$ cat src/rtl/fact_host_ctrl.sv
// Bus master that runs one job on the factorial register block: write the operand, enable the interrupt and start, then wait for the interrupt, read the 64-bit result and clear the interrupt.
// Outputs decode from the state register, so M_* and done follow the state with no added latency. A low M_grant stalls REQ and bus states, and their outputs are held.
module fact_host_ctrl #(
  parameter logic [7:0]  BASE_ADDR = 8'h20,
  parameter int unsigned TIMEOUT   = 4096
) (
  input  logic        clk,
  input  logic        reset_n,
  input  logic        start,
  input  logic [31:0] n_in,
  output logic        busy,
  output logic        done,
  output logic        err,
  output logic [63:0] result,
  output logic        M_req,
  input  logic        M_grant,
  output logic        M_wr,
  output logic [7:0]  M_address,
  output logic [31:0] M_dout,
  input  logic [31:0] M_din,
  input  logic        f_interrupt
);

  typedef enum logic [3:0] {
    IDLE, REQ1, WR_OP, WR_IE, WR_GO, WAIT_IRQ, REQ2, RD_H, RD_L, WR_CLR, DONE
  } state_t;

  localparam logic [31:0] WAIT_LAST = 32'(TIMEOUT - 1);

  state_t      state, next_state;
  logic [31:0] n_reg;
  logic [31:0] wait_cnt;
  logic        err_q;
  logic [63:0] result_q;
  logic        wait_hit;

  assign wait_hit = (wait_cnt == WAIT_LAST);

  always_ff @(posedge clk or negedge reset_n) begin
    if (!reset_n) begin
      state    <= IDLE;
      n_reg    <= '0;
      wait_cnt <= '0;
      err_q    <= 1'b0;
      result_q <= '0;
    end else begin
      state <= next_state;
      if (state == IDLE && start) begin
        n_reg <= n_in;
        err_q <= 1'b0;
      end
      if (state == WR_GO && M_grant) begin
        wait_cnt <= '0;
      end else if (state == WAIT_IRQ && !f_interrupt) begin
        if (wait_hit) begin
          err_q <= 1'b1;
        end else if (wait_cnt != '1) begin
          wait_cnt <= wait_cnt + 32'd1;
        end
      end
      if (state == RD_H && M_grant) result_q[63:32] <= M_din;
      if (state == RD_L && M_grant) result_q[31:0]  <= M_din;
    end
  end

  always_comb begin
    next_state = state;
    M_req      = 1'b0;
    M_wr       = 1'b0;
    M_address  = 8'h00;
    M_dout     = 32'h0;
    case (state)
      IDLE: begin
        if (start) next_state = REQ1;
      end
      REQ1: begin
        M_req = 1'b1;
        if (M_grant) next_state = WR_OP;
      end
      WR_OP: begin
        M_req     = 1'b1;
        M_wr      = 1'b1;
        M_address = BASE_ADDR;
        M_dout    = n_reg;
        if (M_grant) next_state = WR_IE;
      end
      WR_IE: begin
        M_req     = 1'b1;
        M_wr      = 1'b1;
        M_address = BASE_ADDR + 8'd1;
        M_dout    = 32'd1;
        if (M_grant) next_state = WR_GO;
      end
      WR_GO: begin
        M_req     = 1'b1;
        M_wr      = 1'b1;
        M_address = BASE_ADDR + 8'd3;
        M_dout    = 32'd1;
        if (M_grant) next_state = WAIT_IRQ;
      end
      WAIT_IRQ: begin
        if (f_interrupt || wait_hit) next_state = REQ2;
      end
      REQ2: begin
        M_req = 1'b1;
        // A timed-out job has nothing valid to read; go straight to the clear.
        if (M_grant) next_state = err_q ? WR_CLR : RD_H;
      end
      RD_H: begin
        M_req     = 1'b1;
        M_address = BASE_ADDR + 8'd5;
        if (M_grant) next_state = RD_L;
      end
      RD_L: begin
        M_req     = 1'b1;
        M_address = BASE_ADDR + 8'd6;
        if (M_grant) next_state = WR_CLR;
      end
      WR_CLR: begin
        M_req     = 1'b1;
        M_wr      = 1'b1;
        M_address = BASE_ADDR + 8'd4;
        M_dout    = 32'd1;
        if (M_grant) next_state = DONE;
      end
      DONE: begin
        next_state = IDLE;
      end
      default: begin
        next_state = IDLE;
      end
    endcase
  end

  assign busy   = (state != IDLE);
  assign done   = (state == DONE);
  assign err    = err_q;
  assign result = result_q;

endmodule

$ cat config.mk
export PLATFORM = sky130hd
export DESIGN_NAME = fact_host_ctrl
export DESIGN_NICKNAME = d
export VERILOG_FILES = /design/src/rtl/fact_host_ctrl.sv
export SDC_FILE = /design/constraint.sdc
export NUM_CORES = 1
export LEC_CHECK = 0
export ABC_AREA = 1
export CAP_MARGIN = 5
export CORE_AREA = 8 8 171 173
export DETAILED_ROUTE_END_ITERATION = 7
export DIE_AREA = 0 0 179 181
export GPL_TIMING_DRIVEN = 0
export SLEW_MARGIN = 15
export SYNTH_ARGS = -nofsm -noshare
export SYNTH_HDL_FRONTEND = slang
export SYNTH_SLANG_ARGS = --single-unit
$ cat constraint.sdc
create_clock -name clk -period 2.3 [get_ports clk]
set_input_delay 0.46 -clock clk [delete_from_list [all_inputs] [get_ports clk]]
set_output_delay 0.46 -clock clk [all_outputs]
set_load 0.02 [all_outputs]
# ---- Word-level counts from Yosys, hierarchy flattened
# Index checks and enable logic that the tools add are counted.
dict set report totals {
  ff_bits 133
  in_bits 69
  wordCells 70
}
dict set report op_classes {
  add_sub_neg 1
  n_eq_ne 23
  muxes 24
  reduce_logical 16
}
# cell n
set op_table {}
lappend op_table {{$mux W32} 4}
lappend op_table {{$pmux W32 S2} 1}
lappend op_table {{$mux W4} 11}
lappend op_table {{$pmux W4 S10} 1}
lappend op_table {{$pmux W6 S6} 1}
lappend op_table {{$add A32 B1 Y32 const B} 1}
lappend op_table {{$eq A32 B12 Y1 const B} 1}
lappend op_table {{$ne A32 B32 Y1 const B} 1}
lappend op_table {{$ne A2 B2 Y1 const B} 9}
lappend op_table {{$eq A4 B3 Y1 const B} 4}
lappend op_table {{$eq A4 B4 Y1 const B} 3}
lappend op_table {{$reduce_and A10 Y1} 1}
lappend op_table {{$eq A4 B2 Y1 const B} 2}
lappend op_table {{$reduce_or A8 Y1} 1}
lappend op_table {{$mux W1} 6}
lappend op_table {{$logic_and A1 B1 Y1} 5}
lappend op_table {{$eq A4 B1 Y1 const B} 1}
lappend op_table {{$logic_not A4 Y1} 1}
lappend op_table {{$ne A2 B1 Y1 const B} 2}
lappend op_table {{$reduce_bool A2 Y1} 2}
lappend op_table {{$reduce_bool A4 Y1} 1}
lappend op_table {{$reduce_or A4 Y1} 1}
lappend op_table {{$reduce_and A3 Y1} 1}
lappend op_table {{$reduce_or A3 Y1} 1}
lappend op_table {{other kinds (2)} 2}

# ---- Logic depth before layout (Yosys ltp)
dict set report logic_depth {
  word_depth 6
  mapped_depth 11
  depth_no_buf 11
}

# ---- Least setup slack after synthesis
# OpenSTA, ideal clock, no wires.
dict set report synth_path {
  kind {register to output}
  start {reg state[3]}
  end {out M_dout[10]}
  arrival_time_ns 1.345
  required_ns 1.840
  path_slack_ns 0.495
  path_stages_with_launch 5
  path_buffers 1
  path_cell_list {dfrtp_1 nor2_1 nand2_1 clkbuf_1 nor2_1}
}
dict set report synth_via {
  elab_chain_len 3
}
# element line_no
set synth_lines {}
lappend synth_lines {{from (decl)} 30} ;# state_t state, next_state;
lappend synth_lines {{from (signal assigned)} 47} ;# state <= next_state;
lappend synth_lines {{$eq A4 B3 Y1, or another cell as far along} 72} ;# case (state)
lappend synth_lines {{$reduce_or A3 Y1 (no line)} -}
lappend synth_lines {{$pmux W32 S2 (*)} 72}
lappend synth_lines {{to (decl)} 19} ;# output logic [31:0] M_dout,
# Every way passes the cells marked *; elsewhere a longest branch is shown, timed or not.

# ---- Worst setup path in the final report
dict set report layout_path {
  start {reg state[1]}
  end {out M_dout[0]}
}
# Same word-level chain as after synthesis.

==> impl_metrics.yaml <==
route:
  vias: 6109
  wirelength_um: 20500
  drt_first_pass_iters: 5
  ant_nets: 0
  drc: 0
  viasPerCell: 4.20
  drt_first_iter_violations: 347
  wl_per_cell_um: 14.1
logic_synthesis:
  yosysSeqAreaShare_pct: 50.8
  synth_top_family_by_area: "simple AND/OR/NAND/NOR gates"
  synth_ff_type: "dfrtp_1"
  synth_area_leaders: "dfrtp_1, nand2_1, nor2_1, inv_1, o21ai_0"
  yosysTopAreaCell: "dfrtp_1"
  synth_most_common_cell: "nand2_1"
  synth_edf_count: 0
  synth-compound-area-share_pct: 7.96
  async_reset_ff_share_pct: 100
  synth.distinct_cells: 30
  netlist_instances: 893
  synth_common_cells: "nand2_1, nor2_1, dfrtp_1"
  ys_warn_count: 0
  avgSynthCellArea_sq_um: 7.34
  synth_simple_gate_area_share_pct: 30.5
  synth.top_cell.area_share_pct: 50.8
  syn_area_sq_um: 6550
  yosys_register_bits: 133
  synthMuxAreaShare_pct: 0.172
  synth_fa_ha_area_share_pct: 0.191
  synth_xor_xnor_area_share_pct: 1.87
sta:
  setup_slack_ps: 61.1
  setup_viol: 0
  rsz0062_at_grt: "true"
  period_minus_slack_ps: 2240
  relSlewSlack_pct: 60.4
  finalMaxSlewViolations: 0
  fmax_ghz: 0.447
  worst_pin_slew_ps: 593
  clock-skew-final_ps: 6.97
  hold_viol_final: 0
  holdWs_ps: 482
  period_share_pct: 97.3
finish:
  nFillCells: 2812
  nNetsFinal: 1170
  drive_gt1_share_pct: 11.7
  regArea_sq_um: 3330
  multiInputGateArea_sq_um: 2750
  area_growth_pct: 44.5
  n_antenna_cell: 0
  largest_register_ffs: 64
clock_network:
  clkTransAtPathRegs_ps: 60
  cts.sinks: 133
  clock_latency_ps: 410
  root_buffer: "clkbuf_16"
  cts_max_path_buffers: 2
  cts-buffers-inserted: 17
  cts_max_level: 4
  cts_tree: "yes"
placement:
  hpwl_um: 15400
  gp_congestion: 0.879
  portBuffers: 173
  pre_cts_slack_ps: -383
floorplan:
  die_x_um: 179
  die_h_um: 181
  die_area_sq_um: 32400
  rows: 60
  start_util_pct: 24.7
  coreArea_sq_um: 26500
  io_pins: 178
global_routing:
  grt_pass1_vias: 6103
  grt_usage_pct: 12.8
  grt_pass1_wl_um: 33100
  overflow: 0
  grt_max_degree: 94
  antenna_found_initial: 0
critical_path:
  critPathRequiredTime_ps: 1840
  r2r_end: "wait_cnt[23]"
  r2r_cells: 11
  worst_setup_path_end_kind: "output pin"
  critPathMaxFanout: 7
  r2r_slack_ps: 280
  arrival_ps: 1780
  crit_type: "reg2out"
  startpoint_type: "flip-flop"
  reg2reg_from: "wait_cnt[0]"
pwr:
  p_leak_nw: 4.61
  vdd_drop_max_uv: 690
  power.density_nw_per_um2: 1180
min_path:
  min_from: "result[12]"
  hold_path_class: "reg2reg"
  whs_path_depth: 2
  hold_end: "result[12]"
outcome:
  outcome: "finished, final reports clean"
flow_run:
  drv_cap: 0
-- worst max-delay path: stages (launching register included) --
cell             delay, ps
dfrtp_2                480
nor2_2                 190
inv_2                   90
nor2_4                 140
a31oi_2                 80
nand3_1                100
clkdlybuf4s15_2        280
-- stage by stage --
| step | TNS (ps) | cell area, sq um | instances | power (mW) | utilization (%) |
|---|---|---|---|---|---|
| after detailed placement | -9660 | 8750 | 1411 | 8.31 | 33.0 |
| after CTS | -227 | 9410 | 1448 | 11.2 | 35.5 |
| after floorplan | 0 | 6560 | 896 | 5.96 | - |
| after global routing | -350 | 9470 | 1454 | 11.9 | 35.7 |
| final | 0 | 9470 | 1454 | 11.1 | 35.7 |
| after global placement | -670780 | 8720 | 1410 | 8.27 | 32.9 |
-- per-layer routing --
| metal | GRT usage (%) | up-vias | wire length, um |
|---|---|---|---|
| li1 | - | 3130 | - |
| met1 | 16.1 | 2783 | 9240 |
| met2 | 20.0 | 169 | 9350 |
| met3 | 4.15 | 27 | 1410 |
| met4 | 4.57 | 0 | 467 |
| met5 | 0 | - | 0 |
-- cell usage in the layout (no fill, tap or decap), types with 6 or more instances in the layout --
cell             count
nand2_1            292
nor2_1             155
clkdlybuf4s50_1    133
dfrtp_1            129
inv_1               99
o21ai_0             64
a21oi_1             35
nand3_1             31
buf_4               25
buf_2               23
clkbuf_16           18
clkbuf_1            18
xnor2_1              9
clkdlybuf4s15_2      8
nor2_4               6
-- power breakdown --
part           internal [mW]  total [mW]  leakage (nW)  switching [mW]
sequential              3.11        3.53          1.69           0.422
clock                   1.72        2.79         0.283            1.07
combinational           2.00        4.81          2.63            2.81
-- cells by family (layout without fill, tap and decap cells) --
kind of cell	count (synthesis)	after routing
AOI/OAI and AO/OA	103	103
DFF	133	133
muxes	1	1
adders and majority gates	1	1
buffers and inverters	138	355
and+or+nand+nor	502	502
xor gates and xnor gates	14	14
other	1	4
-- how the worst max path moves through the flow --
stage                         from           end  slack [ps]  depth (start not counted)
final                     state[1]     M_dout[0]          60                          6
after global routing      state[3]  M_address[0]         -50                          7
after CTS                 state[2]  M_address[2]        -120                          7
after detailed placement  state[1]  M_address[5]        -380                          6
after global placement     reset_n      n_reg[9]       -4980                          1
after floorplan           state[3]    M_dout[10]         500                          4
-- what timing repair did --
action / 4_1_cts / 5_1_grt
setup endpoints to repair: 40 / 19
gates resized for setup: 166 / 17
pin swaps: 1 / 2
hold buffers: 1 / 0
endpoints found under the hold margin: 40 / 0
setup buffers: 4 / 6
-- layout make-up --
class,instances,share of cell area (%)
Sequential cell,133,35.2
Multi-Input combinational cell,625,29.1
Timing Repair Buffer,185,18.5
Clock buffer,18,4.53
Tap cell,341,4.51
Inverter,104,4.12
Buffer,34,2.19
Clock inverter,14,1.88
Power figures use the tool's default switching activity.
